File: src/rtl/debounce_pkg.sv
// Shared state encoding and board-clock defaults for the push-button debouncer.
// 500000 cycles at 50 MHz gives a 10 ms acceptance window.
package debounce_pkg;

  localparam int DEFAULT_DEBOUNCE_CYCLES = 500000;
  localparam int DEFAULT_CNT_WIDTH       = 20;

  typedef enum logic [1:0] {
    ST_IDLE_LOW  = 2'd0,
    ST_WAIT_HIGH = 2'd1,
    ST_HIGH      = 2'd2,
    ST_WAIT_LOW  = 2'd3
  } state_t;

endpackage

File: src/rtl/button_debouncer_sync_2ff.sv
// Two-flop synchronizer for a single asynchronous input; 2-cycle latency, no backpressure.
// Reusable for any async control input landing in the clk domain.
module sync_2ff (
  input  logic clk,
  input  logic clr_n,
  input  logic d,
  output logic q
);

  logic r_s1;
  logic r_s2;

  always_ff @(posedge clk or negedge clr_n) begin
    if (!clr_n) begin
      r_s1 <= 1'b0;
      r_s2 <= 1'b0;
    end else begin
      r_s1 <= d;
      r_s2 <= r_s1;
    end
  end

  assign q = r_s2;

endmodule

File: src/rtl/button_debouncer.sv
// Debounces a raw button into a registered level plus 1-cycle press/release pulses; no backpressure.
// Latency 2+DEBOUNCE_CYCLES edges; release pulse built only with DEBOUNCE_RELEASE_PULSE_EN.
module button_debouncer
  import debounce_pkg::*;
#(
  parameter int DEBOUNCE_CYCLES = DEFAULT_DEBOUNCE_CYCLES,
  parameter int CNT_WIDTH       = DEFAULT_CNT_WIDTH
) (
  input  logic clk,
  input  logic clr_n,
  input  logic btn,
  output logic level,
  output logic press_pulse,
  output logic release_pulse
);

  localparam logic [CNT_WIDTH-1:0] CNT_LAST = CNT_WIDTH'(DEBOUNCE_CYCLES - 1);
  localparam logic [CNT_WIDTH-1:0] CNT_ONE  = CNT_WIDTH'(1);

  logic                 w_s2;
  state_t               r_state;
  state_t               w_state_nxt;
  logic [CNT_WIDTH-1:0] r_cnt;
  logic [CNT_WIDTH-1:0] w_cnt_nxt;
  logic                 r_level;
  logic                 w_level_nxt;
  logic                 r_press;
  logic                 w_press_nxt;
`ifdef DEBOUNCE_RELEASE_PULSE_EN
  logic                 r_release;
  logic                 w_release_nxt;
`endif

  sync_2ff u_sync (
    .clk   (clk),
    .clr_n (clr_n),
    .d     (btn),
    .q     (w_s2)
  );

  // A flip of s2 always takes priority over the terminal count, so a glitch
  // on the last counted cycle still rejects the transition.
  always_comb begin
    w_state_nxt = r_state;
    w_cnt_nxt   = r_cnt;
    w_level_nxt = r_level;
    w_press_nxt = 1'b0;
`ifdef DEBOUNCE_RELEASE_PULSE_EN
    w_release_nxt = 1'b0;
`endif
    case (r_state)
      ST_IDLE_LOW: begin
        if (w_s2) begin
          w_state_nxt = ST_WAIT_HIGH;
          w_cnt_nxt   = '0;
        end
      end
      ST_WAIT_HIGH: begin
        if (!w_s2) begin
          w_state_nxt = ST_IDLE_LOW;
        end else if (r_cnt == CNT_LAST) begin
          w_state_nxt = ST_HIGH;
          w_level_nxt = 1'b1;
          w_press_nxt = 1'b1;
        end else begin
          w_cnt_nxt = r_cnt + CNT_ONE;
        end
      end
      ST_HIGH: begin
        if (!w_s2) begin
          w_state_nxt = ST_WAIT_LOW;
          w_cnt_nxt   = '0;
        end
      end
      ST_WAIT_LOW: begin
        if (w_s2) begin
          w_state_nxt = ST_HIGH;
        end else if (r_cnt == CNT_LAST) begin
          w_state_nxt = ST_IDLE_LOW;
          w_level_nxt = 1'b0;
`ifdef DEBOUNCE_RELEASE_PULSE_EN
          w_release_nxt = 1'b1;
`endif
        end else begin
          w_cnt_nxt = r_cnt + CNT_ONE;
        end
      end
      default: begin
        w_state_nxt = ST_IDLE_LOW;
      end
    endcase
  end

  always_ff @(posedge clk or negedge clr_n) begin
    if (!clr_n) begin
      r_state <= ST_IDLE_LOW;
      r_cnt   <= '0;
      r_level <= 1'b0;
      r_press <= 1'b0;
    end else begin
      r_state <= w_state_nxt;
      r_cnt   <= w_cnt_nxt;
      r_level <= w_level_nxt;
      r_press <= w_press_nxt;
    end
  end

`ifdef DEBOUNCE_RELEASE_PULSE_EN
  always_ff @(posedge clk or negedge clr_n) begin
    if (!clr_n) begin
      r_release <= 1'b0;
    end else begin
      r_release <= w_release_nxt;
    end
  end

  assign release_pulse = r_release;
`else
  assign release_pulse = 1'b0;
`endif

  assign level       = r_level;
  assign press_pulse = r_press;

endmodule

File: config.mk
export PLATFORM = sky130hd
export DESIGN_NAME = button_debouncer
export DESIGN_NICKNAME = d
export VERILOG_FILES = /design/src/rtl/debounce_pkg.sv /design/src/rtl/button_debouncer_sync_2ff.sv /design/src/rtl/button_debouncer.sv
export SDC_FILE = /design/constraint.sdc
export NUM_CORES = 1
export LEC_CHECK = 0
export CAP_MARGIN = 20
export CELL_PAD_IN_SITES_DETAIL_PLACEMENT = 0
export CELL_PAD_IN_SITES_GLOBAL_PLACEMENT = 2
export CORE_AREA = 2 2 54 81
export DETAILED_ROUTE_END_ITERATION = 16
export DIE_AREA = 0 0 56 83
export PLACE_DENSITY = 0.8
export SYNTH_ARGS = -nofsm -noshare
export SYNTH_HDL_FRONTEND = slang
export SYNTH_HIERARCHICAL = 1
export SYNTH_SLANG_ARGS = --single-unit
File: constraint.sdc
create_clock -name clk -period 2.54 [get_ports clk]
set_input_delay 0.508 -clock clk [delete_from_list [all_inputs] [get_ports clk]]
set_output_delay 0.508 -clock clk [all_outputs]
set_load 0.02 [all_outputs]
==> After elaboration in Yosys (flattened, before gate mapping) <==
Cells that the tools add are included.
{ "totals": {"reg_bits": 26, "out_inout_bits": 3, "wordCells": 45} }
{ "classes": {"n_addsub": 1, "n_eq_ne": 12, "muxes": 21, "reduce_logical": 5} }
{ "ops": {"columns": ["cell", "n"], "rows": [
  ["2-to-1 mux 20 bit", 5],
  ["case mux 20 bit (4 select lines)", 1],
  ["adder 20 x 1 -> 20 bit, second input constant", 1],
  ["== test 20 x 19 -> 1 bit, second input constant", 1],
  ["2-to-1 mux 2 bit", 6],
  ["inequality test 2 bit, second input constant", 4],
  ["case mux 2 bit (4 select lines)", 1],
  ["AND reduction 4 bit", 2],
  ["2-to-1 mux 1 bit", 7],
  ["AND reduction 5 bit", 1],
  ["== test 2 bit, second input constant", 2],
  ["inequality test 2 x 1 -> 1 bit, second input constant", 2],
  ["inequality test 3 x 2 -> 1 bit, second input constant", 1],
  ["inequality test 3 bit, second input constant", 1],
  ["== test 2 x 1 -> 1 bit, second input constant", 1],
  ["logical NOT 2 bit", 1],
  ["case mux 1 bit (2 select lines)", 1],
  ["nonzero test 2 bit", 1]
]} }

==> Logic depth before layout (Yosys ltp) <==
Gate-level depths: netlist of the first run.
{ "depth": {"ltp_word": 4, "depth_mapped": 8, "depth_no_buf": 6} }

==> Hierarchy <==
Netlist of the first run, hierarchy kept.
{ "modules_own_cells": {"columns": ["mod", "instances", "cells_each", "area_per_inst_um2", "seq_area_each_um2"], "rows": [
  ["button_debouncer", 1, 157, 1367.6, 600.6],
  ["sync_2ff", 1, 2, 50.0, 50.0]
]} }

==> Worst setup path before layout of the first run <==
No wires, ideal clock.
{ "synth_path": {"path_type": "register to register", "start": "register r_cnt[6]", "end": "register r_cnt[5]", "setup_time_ns": 0.124, "t_arrival_ns": 1.803, "t_required_ns": 2.416, "setup_slack_ns": 0.613, "stages_incl_launch_ff": 7, "synth_period_minus_slack_ns": 1.927, "cell_sequence": "dfrtp_1 or4_4 nor4_4 a21o_2 buf_6 nor4_1 a211o_1"} }
{ "synth_between": {"elab_chain_len": 4, "word_cells_on_any_way": 5} }
{ "synth_lines": {"columns": ["element", "line_no", "rtl"], "rows": [
  ["start, declared", "button_debouncer.sv:23", "logic [CNT_WIDTH-1:0] r_cnt;"],
  ["start signal, assigned", "button_debouncer.sv:102", "r_cnt <= w_cnt_nxt;"],
  ["== test 20 x 19 -> 1 bit *", "button_debouncer.sv:61, button_debouncer.sv:78", null],
  ["2-to-1 mux 20 bit *", null, null],
  ["2-to-1 mux 20 bit (on tied branches)", null, null],
  ["case mux 20 bit (4 select lines) *", null, null]
]} }
Every way passes the cells marked *; elsewhere a longest branch is shown, timed or not. The select of a mux whose other input is x is not followed.
A chain may end at the register's enable or synchronous reset.

==> Worst setup path in the final report of the first run <==
{ "layout_path": {"start": "register r_cnt[10]", "end": "register r_cnt[5]"} }
Same word-level chain as after synthesis.

==> results list, run 1 <==
* Outcome: complete, no violations
- Fmax: about 460 MHz
* Final Critical Period: 2.17 ns
- The most common cell in the synthesized netlist is sky130_fd_sc_hd__nand2_1.
- Dividing the synthesized area by the synthesized cell count gives approximately 9 um2.
* Synth cell count leaders: 27 x sky130_fd_sc_hd__nand2_1, 26 x sky130_fd_sc_hd__dfrtp_1, 16 x sky130_fd_sc_hd__nor2_1
- Summed over all nets, wire length on met3 after detailed routing comes to 145 um.
* Share of the synthesized area in the top cell type: a little under half
- First-pass DRT Iterations: 4
* PortBufs: 4
- Reg clk slew, reported paths: 0.09 ns
- TritonCTS clock tree: built
- Setup TNS: 0 ns
- Counting flops with a built-in enable in the synthesized netlist gives 0.
- Pwr per Cell Area: 500 mW/mm2
* Comb pwr share: 7.3%
- Class of the tightest hold or removal check: reg -> reg
* Hold buffers post-CTS: 0
* Pin count of the biggest net entering global routing: 27
- After detailed routing, the number of vias per cell comes to 5.71.
* Clock insertion delay at the later pin of the skew report: 0.27 ns
* Top_reg_cell synth: sky130_fd_sc_hd__dfrtp_1
- Setup repair bufs after CTS: 0
* DRC violations left: 0
- Met2 wire length: 1.60 mm
- Fin cells: 210
- Sequential Power Share: 57.7%
- 1st-iter DRT viols: 46
- The tool flagged a number of max-cap violations equal to 0.
- Sequential standard cell area: 651 um2
- Post-synthesis cell area: 0.00142 mm2
- Arrival time of the worst setup path: ~2.3 ns
* Number of standard-cell rows in the floorplan: 28
- The largest single stage delay on the critical path is ~0.5 ns.
- Initial core utilization: 36.1%
- Number of synthesized register bits: 26
- Buffers inserted during clock tree synthesis total 3.
- The first global-routing pass estimated 5.44 mm of wire.
* WHS Path Cells: 0
* Clock network fraction of design power: 35.0%
* Multi-input combinational cell area: between 700 and 800 um2
- Cell total after placement: 206
* Net switching fraction of the power: 24.6%
- Weighted congestion reported at the end of routability-driven placement: 0.745
* Synth-to-Final Area Change: 9.88%
- Of the cells placed in the final design, the portion with a size suffix greater than 1 is under 10%.
* Overall die area: 0.00465 mm2
* Switching power: 192 uW
- End-of-flow core utilization: 39.7%
- Width of the die: 56 um
- Total stage count of the critical path: 5
* Worst clock skew: 0.00526 ns
- Once the clock tree was built, the resizer swapped 0 gates to a different size.
- Post-layout net count: 170
- Of all cell types, the one taking the most synthesized area is sky130_fd_sc_hd__dfrtp_1.
- Number of levels in the clock H-tree: 1
* Highest fanout seen on the critical path: 17
- Overflow left after global routing: 0
* Clock root cell: sky130_fd_sc_hd__clkbuf_8
* Synthesized Nets: 163
- At the pin with the least slew margin, the transition time is 0.502 ns.
* Antenna-violating nets left: 0
* Sort of element at the end of the critical path: flip-flop
- Buffers and inverters on the worst path: 0
- On the critical path the largest part of the delay comes from simple AND/OR/NAND/NOR gates.
- Top sig layer: met4
- Among all stages on the critical path, the largest delay is contributed by sky130_fd_sc_hd__or4bb_1.
* Total setup violations reported at the end of the flow: 0
- RSZ-0062 raised after global routing: no
- Cells on worst reg2reg path: 5
- For this block, wires on met1 add up to 1.36 mm.
* HPWL after detailed placement: 2.22 mm
* Number of standard cells after synthesis: between 150 and 200
- Cell area after placement: about 0.0015 mm2
- Internal power comes to just under 600 uW.
- Highest ir drop seen on vdd: 0.269 mV
- Yosys printed 6 warnings.
- Number of global-route vias before repair: 1163
- Fill cells in the final layout number about 390.
* Worst slack on hold paths: 0.369 ns
* Number of buffers between clock root and the deepest sink: 2
- Crit share post-route: 85.4%
- The synthesized netlist contains 37 unique library cells.
- Critical path startpoint category: flip-flop
* Global-route total usage across every layer: 14.6%
* Rel. slew slack: 66.5%
* Antenna violations before repair: 0
- The repair_antennas step left the layout with diodes totalling 0.
- Top Ports: 6
- Max-slew violation count: 0
* Core region area: 0.00392 mm2
- Static leakage: 0.666 nW
* Final hold violation count: 0
- Total number of vias: between 1000 and 1500
- Dividing the detail-routed wire length by the instance count gives 15.0 um.
* Design area: 0.00156 mm2
- Walking the worst path, the cells encountered are or4bb_1 -> nor3_1 -> a21o_2 -> nor4_1 -> a211o_1.
- After detailed routing, the total wire length is 3.16 mm.
- Critical path type: reg -> reg
- Clk sinks: 26
- The die is 83 um tall.
* Fraction of the yosys area taken by sequential cells: 45.9%
- Fraction of registers with async set/reset: 100%
* Worst Path Required: 2.71 ns
* Main area contributors after synthesis: sky130_fd_sc_hd__dfrtp_1 46%, sky130_fd_sc_hd__nand2_1 7.1%, sky130_fd_sc_hd__mux2i_1 4.9%
through the flow:
stage | setup WS (ns) | power, mW
after floorplan | 0.613 | 0.490
after global placement | 0.397 | 0.513
after detailed placement | 0.360 | 0.515
after CTS | 0.347 | 0.790
after global routing | 0.199 | 0.817
final | 0.372 | 0.779
final timing paths:
check                            start  endpoint  slack (ns)
setup / recovery             r_cnt[10]  r_cnt[5]        0.37
hold / removal             u_sync/r_s1  u_sync/q        0.37
setup reg to reg             r_cnt[10]  r_cnt[5]        0.37
hold reg to reg            u_sync/r_s1  u_sync/q        0.37
max in group asynchronous        clr_n  r_cnt[8]        1.68
min in group asynchronous        clr_n  r_cnt[0]        0.61
power by group through the flow:
stage	combinational [mW]	clock [mW]	sequential, mW
finish	0.0571	0.273	0.450
detailed placement	0.0579	0	0.457
global route	0.0670	0.297	0.452
floorplan	0.0385	0	0.452
global placement	0.0564	0	0.456
CTS	0.0582	0.282	0.449
layout make-up:
type,count,area share [%]
Clock buffer,4,3.53
Timing Repair Buffer,8,4.50
Tap cell,45,3.61
Inverter,5,1.20
Multi-Input combinational cell,122,45.4
Sequential cell,26,41.8
worst register-to-register path, delay by kind of cell (launching register included):
family / cells / cell delay [ns]
and+or+nand+nor: 3 / 0.97
AOI/OAI and AO/OA: 2 / 0.66
DFF: 1 / 0.43
routing by layer:
metal | vias up | track usage, %
met4 | 0 | 6.28
li1 | 586 | -
met5 | - | 0
met3 | 4 | 2.18
met1 | 568 | 18.9
met2 | 42 | 23.9
logic make-up after synthesis:
| family | Yosys count | synth area share [%] |
|---|---|---|
| AND/OR/NAND/NOR | 85 | 31.4 |
| multiplexers | 7 | 4.94 |
| other | 1 | 0.265 |
| flip-flops | 26 | 45.9 |
| buffers and inverters | 11 | 4.24 |
| XOR/XNOR | 1 | 0.618 |
| adder cells (fa/ha/maj) | 1 | 0.882 |
| AO/OA/AOI/OAI | 27 | 11.7 |
layout by cell type, fill, tap and decap left out, types with 4 or more instances in the layout:
master / instances
sky130_fd_sc_hd__a21oi_1: 4
sky130_fd_sc_hd__buf_4: 4
sky130_fd_sc_hd__clkbuf_8: 4
sky130_fd_sc_hd__clkdlybuf4s50_1: 4
sky130_fd_sc_hd__dfrtp_1: 26
sky130_fd_sc_hd__inv_1: 4
sky130_fd_sc_hd__mux2i_1: 7
sky130_fd_sc_hd__nand2_1: 27
sky130_fd_sc_hd__nand3_1: 12
sky130_fd_sc_hd__nand4_1: 5
sky130_fd_sc_hd__nor2_1: 16
sky130_fd_sc_hd__nor3_1: 4
sky130_fd_sc_hd__o21ai_0: 12
registers in the layout, indices dropped and copies added (netlist names), named ones only:
register / count
level: 1
press_pulse: 1
r_cnt: 20
r_state: 1
u_sync/q: 1
u_sync/r_s1: 1
Power figures use the tool's default switching activity.
==> inputs of run 2 (changes only) <==
- RECOVER_POWER: unset -> 100
==> run 2 against run 1 <==
Hold slack gained 0.0018 ns. First-iteration DRC count fell by 8.7%. Total power shrank 0.47%. Maximum frequency fell by 1.9%. Sequential power hardly changed. Setup slack got worse by 0.043 ns. Routed wire length down 0.86%. Combinational power fell by 3%. Core utilization shrank 0.096 points. Via count rose by 0.25%. Clock power is essentially flat. Critical path depth unchanged.
==> results list, run 2 (synthesized netlist as in run 1, its figures left out) <==
* Setup repair bufs after CTS: 0 (unchanged)
* Routed wire length per instance: 14.9 um (was 15.0 um)
- Rel. slew slack: 4.18% (was 66.5%)
- Clock insertion delay at the later pin of the skew report: 0.27 ns (about the same)
- Design area: 0.00155 mm2 (was 0.00156 mm2)
* Crit share post-route: 87.0% (was 85.4%)
* Weighted congestion reported at the end of routability-driven placement: 0.745 (unchanged)
* Cells on worst reg2reg path: 5 (unchanged)
- Hold buffers post-CTS: 0 (unchanged)
* Highest ir drop seen on vdd: 0.268 mV (was 0.269 mV)
- The category of the worst setup path launch point was a flip-flop (unchanged).
* Critical-path cell list: or4bb_1 -> nor3_1 -> a21o_2 -> inv_1 -> a41o_1 (was or4bb_1 -> nor3_1 -> a21o_2 -> nor4_1 -> a211o_1)
- The wire length of the first global-routing pass is 5.44 mm (unchanged).
- Global-route total usage across every layer: 14.6% (unchanged)
* Overflow left after global routing: 0 (unchanged)
* Arrival time of the worst setup path: 2.38 ns (was 2.34 ns)
- The cell leakage power came to 0.671 nW (was 0.666 nW).
- Class of the tightest hold or removal check: reg -> reg (unchanged)
- The floorplan die width was 56 um (unchanged).
- Inserted Clock Buffers: 3 (unchanged)
* R2r endpoint: r_cnt[9] (was r_cnt[5])
- The total vias in the final route is 1203 (was 1200).
* Number of buffers between clock root and the deepest sink: 2 (unchanged)
- Highest fanout seen on the critical path: 17 (unchanged)
* Reg clk slew, reported paths: 0.09 ns (about the same)
* Most frequent cells in the layout: 27 x sky130_fd_sc_hd__nand2_1, 26 x sky130_fd_sc_hd__dfrtp_1, 16 x sky130_fd_sc_hd__nor2_1, 12 x sky130_fd_sc_hd__nand3_1, 12 x sky130_fd_sc_hd__o21ai_0 (unchanged)
* End-of-flow core utilization: 39.6% (was 39.7%)
- The H-tree depth came to 1 (unchanged).
- Endpoint of the worst setup timing path: r_cnt[9] (was r_cnt[5])
- Critical path type: reg -> reg (unchanged)
- Outcome: complete, no violations (unchanged)
- Fmax: 452 MHz (was 461 MHz)
- RSZ-0062 raised after global routing: no (unchanged)
- The final wirelength came to 3.13 mm (was 3.16 mm).
- Core region area: 0.00392 mm2 (unchanged)
- Buffers and inverters on the worst path: 1 (was 0)
* Fraction of final layout cells sized beyond drive strength 1: 6.67% (was 7.88%)
- The worst setup path startpoint is r_cnt[10] (unchanged).
- The net count reported at finish came to 170 (unchanged).
- The residual antenna-violating net count after detailed routing was 0 (unchanged).
- Number of global-route vias before repair: 1163 (unchanged)
- The number of flip-flops in the largest register came to 20 (unchanged).
- Most common library cell in the layout ignoring fill and taps: sky130_fd_sc_hd__nand2_1 (unchanged)
- The standard cell with the maximum stage delay on the critical path is sky130_fd_sc_hd__or4bb_1 (unchanged).
* Overall die area: 0.00465 mm2 (unchanged)
- The total stage count of the critical path came to 5 (unchanged).
* DRC violations left: 0 (unchanged)
* Post-cts gate resize count: 0 (unchanged)
- The final setup skew came to 0.00496 ns (was 0.00526 ns).
* Clock root cell: sky130_fd_sc_hd__clkbuf_8 (unchanged)
* 1st-iter DRT viols: 42 (was 46)
- The final count of pins violating max slew came to 0 (unchanged).
- The post-detailed-route via-to-cell ratio is 5.73 (was 5.71).
- The power per unit of standard cell area came to 499 mW/mm2 (was 500 mW/mm2).
- The max-cap check violation count is 0 (unchanged).
- The largest delay contributor family on the critical path was simple AND/OR/NAND/NOR gates (unchanged).
- The antenna cell count was 0 (unchanged).
* Initial core utilization: 36.1% (unchanged)
- Transition at the pin with the smallest max-transition slack: 1.44 ns (was 0.502 ns)
- The maximum number of pins on one net before global-route repair came to 27 (unchanged).
- The critical path endpoint category is a flip-flop (unchanged).
- The count of final setup violators came to 0 (unchanged).
- Number of standard-cell rows in the floorplan: 28 (unchanged)
- The number of buffers inserted by port buffering was 4 (unchanged).
* FF-to-FF Start: r_cnt[10] (unchanged)
- The top-level port count was 6 (unchanged).
* Register name with the most flops: r_cnt (unchanged)
- The total cell area at the placement stage was 0.00150 mm2 (unchanged).
- The total count of hold-check failures in the final report came to 0 (unchanged).
- The slack of the worst reg-to-reg path came to 0.33 ns (was 0.37 ns).
- The area growth from synthesis to final layout is 9.62% (was 9.88%).
- The length of the first detailed-routing pass in iterations was 5 (was 4).
- Vertical die dimension: 83 um (unchanged)
- Slowest cell delay on critical path: 0.50 ns (about the same)
- TritonCTS clock tree: built (unchanged)
* Worst Path Required: 2.71 ns (about the same)
- HPWL after detailed placement: 2.22 mm (unchanged)
- The initial antenna violation count came to 0 (unchanged).
- Clk sinks: 26 (unchanged)
* Final Critical Period: 2.21 ns (was 2.17 ns)
* Setup TNS: 0 ns (unchanged)
[run 2: cell types whose count changed in the layout (fill, tap and decap cells not counted), sizes merged]
cell,previous run,this run
dlygate4sd3,0,4
clkdlybuf4s50,4,0
clkbuf,4,5
buf,4,3
[run 2: layout make-up]
cell class / instances / area, um2
Clock buffer: 4 / 55.1
Fill cell: 393 / 2370
Inverter: 5 / 18.8
Multi-Input combinational cell: 122 / 707
Sequential cell: 26 / 651
Tap cell: 45 / 56.3
Timing Repair Buffer: 8 / 66.3
[run 2: through the flow]
stage                     cells  setup slack (ns)  power (mW)  hold WS, ns
after floorplan             159             0.613       0.490        0.212
after global placement      206             0.397       0.513        0.345
after detailed placement    206             0.360       0.515        0.343
after CTS                   210             0.347       0.790        0.378
after global routing        210             0.195       0.815        0.395
final                       210             0.329       0.776        0.371
[run 2: how the worst min path moves through the flow]
| stage | from | end | cells past startpoint |
|---|---|---|---|
| final | u_sync/r_s1 | u_sync/q | 0 |
| after global routing | u_sync/r_s1 | u_sync/q | 0 |
| after CTS | u_sync/r_s1 | u_sync/q | 0 |
| after detailed placement | u_sync/r_s1 | u_sync/q | 0 |
| after global placement | u_sync/r_s1 | u_sync/q | 0 |
| after floorplan | clr_n | async pin | 0 |
[run 2: where the power goes]
group / switching (mW) / total, mW / leakage (nW) / internal [mW]
registers: 0.0208 / 0.450 / 0.354 / 0.429
logic: 0.0367 / 0.0553 / 0.288 / 0.0186
clock network: 0.132 / 0.271 / 0.0288 / 0.139
[run 2: per-layer routing]
| layer | global-route usage, % | up-vias | share of wire (%) |
|---|---|---|---|
| met4 | 6.28 | 0 | 1.3 |
| met1 | 18.9 | 576 | 43 |
| li1 | - | 586 | - |
| met2 | 23.9 | 37 | 51 |
| met3 | 2.18 | 4 | 4.5 |
| met5 | 0 | - | 0 |
==> variant, RTL diff (settings of run 2) <==
The option `DEBOUNCE_RELEASE_PULSE_EN` is turned on by a define.
--- a/src/rtl/button_debouncer.sv
+++ b/src/rtl/button_debouncer.sv
@@ -1,4 +1,6 @@
 // Debounces a raw button into a registered level plus 1-cycle press/release pulses; no backpressure.
 // Latency 2+DEBOUNCE_CYCLES edges; release pulse built only with DEBOUNCE_RELEASE_PULSE_EN.
+`define DEBOUNCE_RELEASE_PULSE_EN
+
 module button_debouncer
   import debounce_pkg::*;
Function: no difference found for any inputs over 10 cycles, from zero or initial values; that may be too few to reach the edited logic, so the function may still have changed.
==> variant against run 2 <==
Combinational power is 33% higher. Non-clock buffer count rose by 3. Global-route usage grew 3.4 points. Wire length up 22%. Cell area rose by 8.5%. Highest routed layer unchanged. Sequential share of layout area fell by 1.8 points. Worst setup slack improved by 0.0074 ns. Area after synthesis increased by 11%. Power up 5.3%. Sequential cell count is 1 higher.
==> variant: results <==
group,metric,value,unit
status,outcome,"completed",
worst_hold_path,worstHoldPathType,"reg2reg",
final_layout,largest_register_ffs,20,
power,power.leakage,0.797,nW
logic_synthesis,ys_seq_area_share,43.0,%
logic_synthesis,async_flop_share,100,%
clock_network,clockBufferDepth,2,
logic_synthesis,synth_warnings,6,
clock_network,insertion_delay,0.28,ns
power,vdd_drop_max,0.000277,V
clock_network,cts_root_buf,"clkbuf_8",
placed_design,io_buffers,5,
grt,antenna_found_initial,0,
placed_design,dp_hpwl,2700,µm
sta,hold_viol_final,0,
worst_setup_path,rrSetupSlack,0.34,ns
logic_synthesis,mappedNetlistNets,169,
placed_design,gp_congestion,0.769,
grt,grt_start_max_net_pins,28,
clock_network,clk_pin_slew,0.10,ns
detailed_routing,dr.pass1.iters,4,
clock_network,cts_buffers,3,
logic_synthesis,synth_cell_types,44,
sta,whs,0.369,ns
grt,track_usage,18.0,%
final_layout,fill_cells,404,
clock_network,cts-htree-levels,1,
clock_network,cts_setup_buffers,0,
clock_network,cts-resized-gates,0,
final_layout,top_register,"r_cnt",
detailed_routing,drt-total-wl,3820,µm
final_layout,antenna_cells,0,
detailed_routing,drtIter0Drc,77,
logic_synthesis,synth_commonest_cells,"27 x dfrtp_1, 12 x nand2_1, 10 x a211o_1, 10 x nand4_1, 10 x nor4_1",
grt,grt_pass1_wl,6510,µm
worst_setup_path,arrival,2.38,ns
placed_design,placed_cell_area,1650,µm²
detailed_routing,vias,1309,
worst_setup_path,path_max_fanout,8,
logic_synthesis,synth.area.top_cells,"dfrtp_1 43%, a211o_1 5.6%, nand4_1 4.0%",
final_layout,drive_above_1_share,5.99,%
sta,final.setup_skew,0.00454,ns
sta,maxSlewHeadroom,0.414,%
[variant: cell types whose count changed after synthesis, sizes merged, moves of 3 or more]
cell            run 2  this run
nand3              12         9
mux2i               7         4
o21ai              12         2
o2bb2ai             0         3
buf                 3         6
inv                 5        10
clkbuf              3         7
nand2              27        12
nor4                4        11
nor2               16         7
a211o               2        10
nand4               5        10
[variant: metrics by stage]
stage,std cells,utilization [%],worst slack (ns)
after global routing,212,43.0,0.141
final,212,43.0,0.337
after CTS,212,43.3,0.391
after detailed placement,208,42.1,0.413
after floorplan,165,-,0.632
after global placement,208,42.1,0.456
[variant: kinds of logic after synthesis]
| group | count (synthesis) | synth area share [%] |
|---|---|---|
| and+or+nand+nor | 74 | 28.2 |
| AOI/OAI and AO/OA | 34 | 16.9 |
| DFF | 27 | 43.0 |
| buffers and inverters | 23 | 7.08 |
| muxes | 5 | 3.50 |
| xor gates and xnor gates | 1 | 0.557 |
| adders and majority gates | 1 | 0.795 |
[variant: where the power goes]
part | switching [mW] | internal, mW
registers | 0.0394 | 0.450
logic | 0.0428 | 0.0310
clock network | 0.141 | 0.113
total | 0.223 | 0.594
[variant: cell type report]
class                   instances  area [µm²]  area share [%]
inverters                      10        40.0            2.37
well taps                      45        56.3            3.34
multi-input cells             115         782            46.4
clock buffers                   4        45.0            2.67
repair buffers                 11        87.6            5.19
flip-flops and latches         27         676            40.1
[variant: layer usage]
layer / global-route usage (%) / part of all wire, % / vias up
li1: - / - / 633
met1: 23.5 / 45 / 637
met2: 28.9 / 50 / 32
met3: 2.34 / 2.9 / 7
met4: 8.66 / 2.3 / 0
met5: 0 / 0 / -
[variant: path summary, 6_finish.rpt]
path	startpoint	endpoint	cells after the start
max	r_cnt[0]	r_cnt[0]	7
min	u_sync/r_s1	u_sync/q	0
max reg2reg	r_cnt[0]	r_cnt[0]	7
min reg2reg	u_sync/r_s1	u_sync/q	0
max in group asynchronous	clr_n	r_cnt[18]	2
min in group asynchronous	clr_n	u_sync/r_s1	2
[variant: worst max-delay path, stage by stage, from the launching register on]
cell and delay [ns]:
dfrtp_1 0.44, ha_1 0.26, nand3_1 0.15, nor4_1 0.29, clkbuf_1 0.20, a21o_1 0.35, inv_4 0.08, mux2_1 0.31
